**src/rtl/dcache_pkg.sv**
```systemverilog
// Shared types, default geometry and address-field helpers for the data cache.
package dcache_pkg;

  localparam int unsigned ADDR_W           = 32;
  localparam int unsigned DATA_W           = 32;
  localparam int unsigned DEF_SET_WIDTH    = 4;
  localparam int unsigned DEF_OFFSET_WIDTH = 2;

  typedef enum logic [1:0] {
    IDLE      = 2'd0,
    WRITEBACK = 2'd1,
    REFILL    = 2'd2
  } dcache_state_t;

  // One word-serial memory command as seen on the memory side of the cache.
  typedef struct packed {
    logic              we;
    logic [ADDR_W-1:0] addr;
    logic [DATA_W-1:0] wdata;
  } mem_cmd_t;

  // Word offset within a line (byte bits [1:0] are dropped).
  function automatic logic [ADDR_W-1:0] addr_offset(input logic [ADDR_W-1:0] a,
                                                     input int unsigned ow);
    return (a >> 2) & ((ADDR_W'(1) << ow) - ADDR_W'(1));
  endfunction

  // Set index, sitting directly above the word offset.
  function automatic logic [ADDR_W-1:0] addr_index(input logic [ADDR_W-1:0] a,
                                                    input int unsigned ow,
                                                    input int unsigned sw);
    return (a >> (2 + ow)) & ((ADDR_W'(1) << sw) - ADDR_W'(1));
  endfunction

  // Tag: everything above the index.
  function automatic logic [ADDR_W-1:0] addr_tag(input logic [ADDR_W-1:0] a,
                                                  input int unsigned ow,
                                                  input int unsigned sw);
    return a >> (2 + ow + sw);
  endfunction

endpackage

```
**src/rtl/dcache_if.sv**
```systemverilog
// Core-side request/response and memory-side word bus of the data cache.
interface dcache_if;
  import dcache_pkg::*;

  logic              en;
  logic              we;
  logic [ADDR_W-1:0] addr;
  logic [DATA_W-1:0] wdata;
  logic [DATA_W-1:0] rdata;
  logic              hit;
  logic              mem_req;
  logic              mem_we;
  logic [ADDR_W-1:0] mem_addr;
  logic [DATA_W-1:0] mem_wdata;
  logic [DATA_W-1:0] mem_rdata;
  logic              mem_ack;

  // Environment side: the core plus main memory.
  modport master (
    output en, we, addr, wdata, mem_rdata, mem_ack,
    input  rdata, hit, mem_req, mem_we, mem_addr, mem_wdata
  );

  // Cache side.
  modport slave (
    input  en, we, addr, wdata, mem_rdata, mem_ack,
    output rdata, hit, mem_req, mem_we, mem_addr, mem_wdata
  );

endinterface

```
**src/rtl/dcache_line_store.sv**
```systemverilog
// Line storage: valid/dirty/tag/data arrays, two async read ports, one sync write port.
module dcache_line_store
  import dcache_pkg::*;
#(
  parameter int unsigned SET_WIDTH    = DEF_SET_WIDTH,
  parameter int unsigned OFFSET_WIDTH = DEF_OFFSET_WIDTH,
  parameter int unsigned TAG_W        = ADDR_W - 2 - DEF_OFFSET_WIDTH - DEF_SET_WIDTH
) (
  input  logic                    clk,
  input  logic                    reset,
  input  logic [SET_WIDTH-1:0]    lk_index_i,
  input  logic [OFFSET_WIDTH-1:0] lk_offset_i,
  output logic                    lk_valid_o,
  output logic                    lk_dirty_o,
  output logic [TAG_W-1:0]        lk_tag_o,
  output logic [DATA_W-1:0]       lk_word_o,
  input  logic [SET_WIDTH-1:0]    wb_index_i,
  input  logic [OFFSET_WIDTH-1:0] wb_offset_i,
  output logic [DATA_W-1:0]       wb_word_o,
  input  logic                    wr_en_i,
  input  logic [SET_WIDTH-1:0]    wr_index_i,
  input  logic [OFFSET_WIDTH-1:0] wr_offset_i,
  input  logic [DATA_W-1:0]       wr_data_i,
  input  logic                    set_dirty_i,
  input  logic                    fill_done_i,
  input  logic [TAG_W-1:0]        fill_tag_i
);

  localparam int unsigned SETS  = 1 << SET_WIDTH;
  localparam int unsigned WORDS = SETS << OFFSET_WIDTH;

  logic [SETS-1:0]   valid_q;
  logic [SETS-1:0]   dirty_q;
  logic [TAG_W-1:0]  tag_q  [SETS];
  logic [DATA_W-1:0] data_q [WORDS];

  assign lk_valid_o = valid_q[lk_index_i];
  assign lk_dirty_o = dirty_q[lk_index_i];
  assign lk_tag_o   = tag_q[lk_index_i];
  assign lk_word_o  = data_q[{lk_index_i, lk_offset_i}];
  assign wb_word_o  = data_q[{wb_index_i, wb_offset_i}];

  // Line status bits; a completed fill leaves the line valid and clean.
  always_ff @(posedge clk) begin
    if (!reset) begin
      valid_q <= '0;
      dirty_q <= '0;
    end else begin
      if (wr_en_i && set_dirty_i) dirty_q[wr_index_i] <= 1'b1;
      if (fill_done_i) begin
        valid_q[wr_index_i] <= 1'b1;
        dirty_q[wr_index_i] <= 1'b0;
      end
    end
  end

  // Tag and data payload; never cleared, the valid bit guards them.
  always_ff @(posedge clk) begin
    if (reset && wr_en_i) data_q[{wr_index_i, wr_offset_i}] <= wr_data_i;
    if (reset && fill_done_i) tag_q[wr_index_i] <= fill_tag_i;
  end

endmodule

```
**src/rtl/dcache_ctrl.sv**
```systemverilog
// Direct-mapped write-back/write-allocate data cache controller.
module dcache_ctrl
  import dcache_pkg::*;
#(
  parameter int unsigned SET_WIDTH    = DEF_SET_WIDTH,
  parameter int unsigned OFFSET_WIDTH = DEF_OFFSET_WIDTH
) (
  input logic     clk,
  input logic     reset,
  dcache_if.slave bus
);

  localparam int unsigned TAG_W      = ADDR_W - 2 - OFFSET_WIDTH - SET_WIDTH;
  localparam int unsigned LINE_WORDS = 1 << OFFSET_WIDTH;

  dcache_state_t           state_q, state_d;
  logic [OFFSET_WIDTH-1:0] cnt_q, cnt_d;
  logic [SET_WIDTH-1:0]    index_q, index_d;
  logic [TAG_W-1:0]        old_tag_q, old_tag_d;
  logic [TAG_W-1:0]        new_tag_q, new_tag_d;

  logic [SET_WIDTH-1:0]    req_index;
  logic [OFFSET_WIDTH-1:0] req_offset;
  logic [TAG_W-1:0]        req_tag;
  logic                    lk_valid, lk_dirty;
  logic [TAG_W-1:0]        lk_tag;
  logic [DATA_W-1:0]       lk_word, wb_word;
  logic                    lookup_hit_c, store_hit_c, mem_req_c, fill_done_c, wr_en_c;
  logic [SET_WIDTH-1:0]    wr_index_c;
  logic [OFFSET_WIDTH-1:0] wr_offset_c;
  logic [DATA_W-1:0]       wr_data_c;
  mem_cmd_t                mem_cmd_c;

  assign req_offset   = OFFSET_WIDTH'(addr_offset(bus.addr, OFFSET_WIDTH));
  assign req_index    = SET_WIDTH'(addr_index(bus.addr, OFFSET_WIDTH, SET_WIDTH));
  assign req_tag      = TAG_W'(addr_tag(bus.addr, OFFSET_WIDTH, SET_WIDTH));
  assign lookup_hit_c = lk_valid && (lk_tag == req_tag);
  assign store_hit_c  = bus.en && bus.we && (state_q == IDLE) && lookup_hit_c;

  assign bus.hit       = !bus.en || ((state_q == IDLE) && lookup_hit_c);
  assign bus.rdata     = lk_word;
  assign bus.mem_req   = mem_req_c;
  assign bus.mem_we    = mem_cmd_c.we;
  assign bus.mem_addr  = mem_cmd_c.addr;
  assign bus.mem_wdata = mem_cmd_c.wdata;

  dcache_line_store #(
    .SET_WIDTH   (SET_WIDTH),
    .OFFSET_WIDTH(OFFSET_WIDTH),
    .TAG_W       (TAG_W)
  ) u_store (
    .clk        (clk),
    .reset      (reset),
    .lk_index_i (req_index),
    .lk_offset_i(req_offset),
    .lk_valid_o (lk_valid),
    .lk_dirty_o (lk_dirty),
    .lk_tag_o   (lk_tag),
    .lk_word_o  (lk_word),
    .wb_index_i (index_q),
    .wb_offset_i(cnt_q),
    .wb_word_o  (wb_word),
    .wr_en_i    (wr_en_c),
    .wr_index_i (wr_index_c),
    .wr_offset_i(wr_offset_c),
    .wr_data_i  (wr_data_c),
    .set_dirty_i(store_hit_c),
    .fill_done_i(fill_done_c),
    .fill_tag_i (new_tag_q)
  );

  // State, word counter and miss latches.
  always_ff @(posedge clk) begin
    if (!reset) begin
      state_q   <= IDLE;
      cnt_q     <= '0;
      index_q   <= '0;
      old_tag_q <= '0;
      new_tag_q <= '0;
    end else begin
      state_q   <= state_d;
      cnt_q     <= cnt_d;
      index_q   <= index_d;
      old_tag_q <= old_tag_d;
      new_tag_q <= new_tag_d;
    end
  end

  // Miss sequencing, memory command and line-store write port steering.
  always_comb begin
    state_d     = state_q;
    cnt_d       = cnt_q;
    index_d     = index_q;
    old_tag_d   = old_tag_q;
    new_tag_d   = new_tag_q;
    mem_req_c   = 1'b0;
    mem_cmd_c   = '0;
    fill_done_c = 1'b0;
    wr_en_c     = store_hit_c;
    wr_index_c  = req_index;
    wr_offset_c = req_offset;
    wr_data_c   = bus.wdata;
    unique case (state_q)
      IDLE: begin
        if (bus.en && !lookup_hit_c) begin
          index_d   = req_index;
          old_tag_d = lk_tag;
          new_tag_d = req_tag;
          cnt_d     = '0;
          state_d   = (lk_valid && lk_dirty) ? WRITEBACK : REFILL;
        end
      end
      WRITEBACK: begin
        mem_req_c       = 1'b1;
        mem_cmd_c.we    = 1'b1;
        mem_cmd_c.addr  = {old_tag_q, index_q, cnt_q, 2'b00};
        mem_cmd_c.wdata = wb_word;
        if (bus.mem_ack) begin
          cnt_d = cnt_q + OFFSET_WIDTH'(1);
          if (cnt_q == OFFSET_WIDTH'(LINE_WORDS - 1)) state_d = REFILL;
        end
      end
      REFILL: begin
        mem_req_c      = 1'b1;
        mem_cmd_c.addr = {new_tag_q, index_q, cnt_q, 2'b00};
        if (bus.mem_ack) begin
          wr_en_c     = 1'b1;
          wr_index_c  = index_q;
          wr_offset_c = cnt_q;
          wr_data_c   = bus.mem_rdata;
          cnt_d       = cnt_q + OFFSET_WIDTH'(1);
          if (cnt_q == OFFSET_WIDTH'(LINE_WORDS - 1)) begin
            fill_done_c = 1'b1;
            state_d     = IDLE;
          end
        end
      end
      default: state_d = IDLE;
    endcase
  end

endmodule

```
**src/flat_wrapper.sv**
```systemverilog
// flat-port wrapper written by rule: the top's interface ports become plain ports
module dcache_ctrl_flat import dcache_pkg::*;
#(
  parameter int unsigned SET_WIDTH    = DEF_SET_WIDTH,
  parameter int unsigned OFFSET_WIDTH = DEF_OFFSET_WIDTH
)
  (clk, reset, bus_en, bus_we, bus_addr, bus_wdata, bus_mem_rdata, bus_mem_ack, bus_rdata, bus_hit, bus_mem_req, bus_mem_we, bus_mem_addr, bus_mem_wdata);
  dcache_if bus_i ();
  input logic clk;
  input logic reset;
  input wire logic [$bits(bus_i.en)-1:0] bus_en;
  input wire logic [$bits(bus_i.we)-1:0] bus_we;
  input wire logic [$bits(bus_i.addr)-1:0] bus_addr;
  input wire logic [$bits(bus_i.wdata)-1:0] bus_wdata;
  input wire logic [$bits(bus_i.mem_rdata)-1:0] bus_mem_rdata;
  input wire logic [$bits(bus_i.mem_ack)-1:0] bus_mem_ack;
  output wire logic [$bits(bus_i.rdata)-1:0] bus_rdata;
  output wire logic [$bits(bus_i.hit)-1:0] bus_hit;
  output wire logic [$bits(bus_i.mem_req)-1:0] bus_mem_req;
  output wire logic [$bits(bus_i.mem_we)-1:0] bus_mem_we;
  output wire logic [$bits(bus_i.mem_addr)-1:0] bus_mem_addr;
  output wire logic [$bits(bus_i.mem_wdata)-1:0] bus_mem_wdata;
  assign bus_i.en = bus_en;
  assign bus_i.we = bus_we;
  assign bus_i.addr = bus_addr;
  assign bus_i.wdata = bus_wdata;
  assign bus_i.mem_rdata = bus_mem_rdata;
  assign bus_i.mem_ack = bus_mem_ack;
  assign bus_rdata = bus_i.rdata;
  assign bus_hit = bus_i.hit;
  assign bus_mem_req = bus_i.mem_req;
  assign bus_mem_we = bus_i.mem_we;
  assign bus_mem_addr = bus_i.mem_addr;
  assign bus_mem_wdata = bus_i.mem_wdata;
  dcache_ctrl #(.SET_WIDTH(SET_WIDTH), .OFFSET_WIDTH(OFFSET_WIDTH)) u_core (.clk(clk), .reset(reset), .bus(bus_i));
endmodule
```
**config.mk**
```make
export PLATFORM = sky130hd
export DESIGN_NAME = dcache_ctrl_flat
export DESIGN_NICKNAME = d
export VERILOG_FILES = /design/src/rtl/dcache_pkg.sv /design/src/rtl/dcache_if.sv /design/src/rtl/dcache_line_store.sv /design/src/rtl/dcache_ctrl.sv /design/src/flat_wrapper.sv
export SDC_FILE = /design/constraint.sdc
export NUM_CORES = 2
export LEC_CHECK = 0
export ABC_AREA = 1
export BUFFER_PORTS_ARGS = -buffer_cell sky130_fd_sc_hd__buf_4
export CAP_MARGIN = 5
export CORE_MARGIN = 2
export CORE_UTILIZATION = 32
export DETAILED_ROUTE_END_ITERATION = 7
export PLACE_DENSITY = 0.47
export SYNTH_ARGS = -nofsm -noshare
export SYNTH_HDL_FRONTEND = slang
export SYNTH_HIERARCHICAL = 1
export SYNTH_SLANG_ARGS = --single-unit
```
**constraint.sdc**
```tcl
create_clock -name clk -period 7 [get_ports clk]
set_input_delay 0.7 -clock clk [delete_from_list [all_inputs] [get_ports clk]]
set_output_delay 0.7 -clock clk [all_outputs]
set_load 0.01 [all_outputs]
```
==> Implementation_results.wiki <==
{| class="wikitable"
! Metric !! Value
|-
| Count of unresolved DRC violations after routing || 0
|-
| Most used flip-flop cell after synthesis || edfxtp_1
|-
| CTS tree || yes
|-
| Vias in the first global route || 96.38k
|-
| Arrival time of the worst setup path || 4980 ps
|-
| Total clock buffers created by CTS || 298
|-
| Worst IR drop on VDD || 238.4 uV
|-
| Detailed-placement wirelength estimate || 272900 um
|-
| CTS-repair resized insts || 0
|-
| Static leakage || 50.79 nW
|-
| Post-synth EDFFs || 2432
|-
| Total wire length || 507400 um
|-
| Initial antenna violation count || 24
|-
| Headroom to the max-slew limit || 0.1556
|-
| Crit path launch type || register
|-
| Pre-CTS worst setup slack || 1095 ps
|-
| Clock period minus worst slack || 5676 ps
|-
| Core area || 381700 um^2
|-
| Sum of overflow across all layers after global routing || 0
|-
| Share of the clock period used by the worst path || 0.8109
|-
| Per-instance average area after synthesis || 9.223 um^2
|-
| Setup repair bufs after CTS || 0
|-
| Number of flip-flops and latches in the synthesized netlist || 2520
|-
| Crit path setup slack, layout || 1324 ps
|-
| Number of hold buffers added after CTS || 0
|-
| GRT Overall Usage || 0.2527
|-
| RSZ-0062 raised after global routing || false
|-
| Worst setup path startpoint || u_core/index_q[1]
|-
| Synth async-reset ratio || 0
|-
| Number of vias per cell after detailed routing || 5.549
|-
| Full die area || 387900 um^2
|-
| Fin nets || 13.18k
|-
| Worst-case clock skew || 52.14 ps
|-
| Post-layout total power || 43.75 mW
|-
| Die Ht || 622.8 um
|-
| Worst hold start || bus_addr[30]
|-
| Die width || 622.8 um
|-
| Synthesized netlist cell count || 13.29k
|-
| Highest net fanout along the worst path || 43
|-
| Number of hold-slack violations in the final timing report || 0
|-
| Maximum level of the CTS H-tree || 5
|-
| Cell area reported after detailed placement || 129400 um^2
|-
| Max-slew violation count || 0
|-
| CTS clk-pin slew, worst paths || 60 ps
|-
| Beginning of the worst register-to-register path || u_core/state_q[0]
|-
| Register-to-register setup slack || 2370 ps
|-
| Number of warnings printed during yosys synthesis || 6
|-
| Netlist area before placement || 122500 um^2
|-
| Row count || 227
|-
| Worst hold path cell count || 3
|-
| Reg2Reg Capture Point || u_core/u_store/tag_q[13][4]
|-
| Final instance area || 138500 um^2
|-
| Upper clock frequency limit || 176.2 MHz
|-
| Initial detailed-routing violation count || 11.84k
|-
| Class of the tightest hold or removal check || in2reg
|-
| Synth-to-Final Area Change || 13.02%
|-
| Outcome || finished clean
|-
| Terminating pin of the worst hold path || u_core/new_tag_q[22]
|-
| Leading cell type in the layout, fill and taps excluded || nand2_1
|-
| Sort of element at the end of the critical path || output port
|-
| Largest buffer count on any clock path || 4
|-
| Required time of the worst setup path || 6300 ps
|-
| Worst Tran Pin Value || 1267 ps
|-
| Total iterations of the first detailed-routing run || 6
|-
| Cell depth of the worst flop-to-flop path || 14
|-
| Summed negative setup slack over all endpoints || 0 ps
|-
| Routed via count || 101.8k
|-
| Share of layout cells above drive strength 1 || 0.07835
|-
| Number of filler instances in the final layout || 38.47k
|-
| I/O Pins || 200
|-
| Share of the yosys chip area belonging to registers || 0.6103
|-
| Worst setup path category || reg2out
|-
| ANT nets after route || 0
|-
| Power density over the cells || 315.8 nW/um^2
|-
| WL/cell || 27.66 um
|-
| Count of buffers inserted at the top-level ports || 195
|-
| Starting density of the core || 0.3210
|-
| Global-route wire length before repair || 713900 um
|-
| GPL Wtd Cong || 0.8257
|-
| Number of max-cap violations || 0
|-
| Count of different cell masters after synthesis || 35
|-
| Pin count of the biggest net entering global routing || 168
|-
| Setup violation total in the final timing report || 0
|-
| Top library cells by usage in the layout, fill and taps aside || nand2_1, nand3_1, edfxtp_1
|-
| Clk Latency, worst-skew pair || 950 ps
|-
| Cell chosen for the clock root || clkbuf_16
|-
| Number of sinks driven by the clock tree || 2520
|}
[registers in the layout (all words and copies together), names as in the netlist]
register and flops:
u_core/cnt_q 2, u_core/index_q 4, u_core/new_tag_q 24, u_core/old_tag_q 24, u_core/state_q 2, u_core/u_store/data_q 2048
u_core/u_store/dirty_q 16, u_core/u_store/tag_q 384, u_core/u_store/valid_q 16
[routing by layer]
layer  vias to the layer above  GRT usage  routed length (um)
li1                      45710          -                   -
met1                     50420     0.3441              214300
met2                      4686     0.4009              231100
met3                       940    0.03660               38600
met4                        20     0.1091               23240
met5                         -          0                 135
[worst max-delay path by stage]
stage / end / slack (ps) / cells after the start
after floorplan: u_core/u_store/data_q[33][0] / 2210 / 22
after global placement: u_core/u_store/data_q[16][19] / 1140 / 22
after detailed placement: u_core/u_store/data_q[16][19] / 1090 / 22
after CTS: bus_mem_wdata[29] / 1400 / 10
after global routing: bus_mem_wdata[29] / 1300 / 13
final: bus_mem_wdata[29] / 1320 / 10
[metrics by stage]
| stage | hold WS, ps | cells | util |
|---|---|---|---|
| detailed placement | 437.5 | 17820 | 0.3389 |
| finish | 74.33 | 18340 | 0.3628 |
| CTS | 28.99 | 18340 | 0.3628 |
| global placement | 433.2 | 17820 | 0.3389 |
| floorplan | 423.9 | 13290 | - |
| global route | 82.74 | 18340 | 0.3628 |
[final cells by class]
class	count	area (um^2)	share of cell area
inverter	178	758.2	0.005474
clock buffer	383	8008	0.05782
timing repair buffer	513	4852	0.03503
antenna	4	10.01	0.00007227
multi-input combinational	9566	42640	0.3078
sequential	2520	74810	0.5402
tap	5038	6304	0.04551
clock inverter	140	1121	0.008094
[worst max-delay path, stage by stage (launching register included)]
cell and delay (ps):
dfxtp_4 690, buf_4 910, buf_4 820, nand3_1 160, nand3_1 220, nand2_1 130, nand2_1 190, nand2_1 420
nand2_1 190, inv_1 50, buf_4 140
[cells in the mapped netlist, types with 13 or more instances]
| library cell | number | area share |
|---|---|---|
| edfxtp_1 | 2432 | 0.60 |
| o211ai_1 | 27 | 0.0017 |
| nor2_1 | 357 | 0.011 |
| o21ai_0 | 274 | 0.011 |
| buf_4 | 116 | 0.0071 |
| nand2_1 | 4812 | 0.15 |
| o21ai_1 | 13 | 0.00053 |
| buf_1 | 98 | 0.0030 |
| nand3_1 | 3837 | 0.16 |
| dfxtp_1 | 88 | 0.014 |
| o221ai_1 | 71 | 0.0051 |
| buf_2 | 552 | 0.023 |
| o22ai_1 | 29 | 0.0015 |
| a21oi_1 | 84 | 0.0034 |
| clkbuf_1 | 234 | 0.0072 |
| inv_1 | 165 | 0.0051 |
| buf_6 | 23 | 0.0021 |
[cell families after synthesis]
family | share of synthesized area
xor+xnor | 0.0003574
simple gates | 0.3164
other cells | 0.00003060
compound gates | 0.02494
flops | 0.6103
buf+inv | 0.04755
fa+ha+maj | 0.0004084
[power breakdown]
group / total, mW / switching (mW) / internal [mW]
clock: 15.0 / 6.46 / 8.55
combinational: 10.9 / 8.38 / 2.50
sequential: 17.9 / 0.356 / 17.5
total: 43.7 / 15.2 / 28.5
Power figures use the tool's default switching activity.
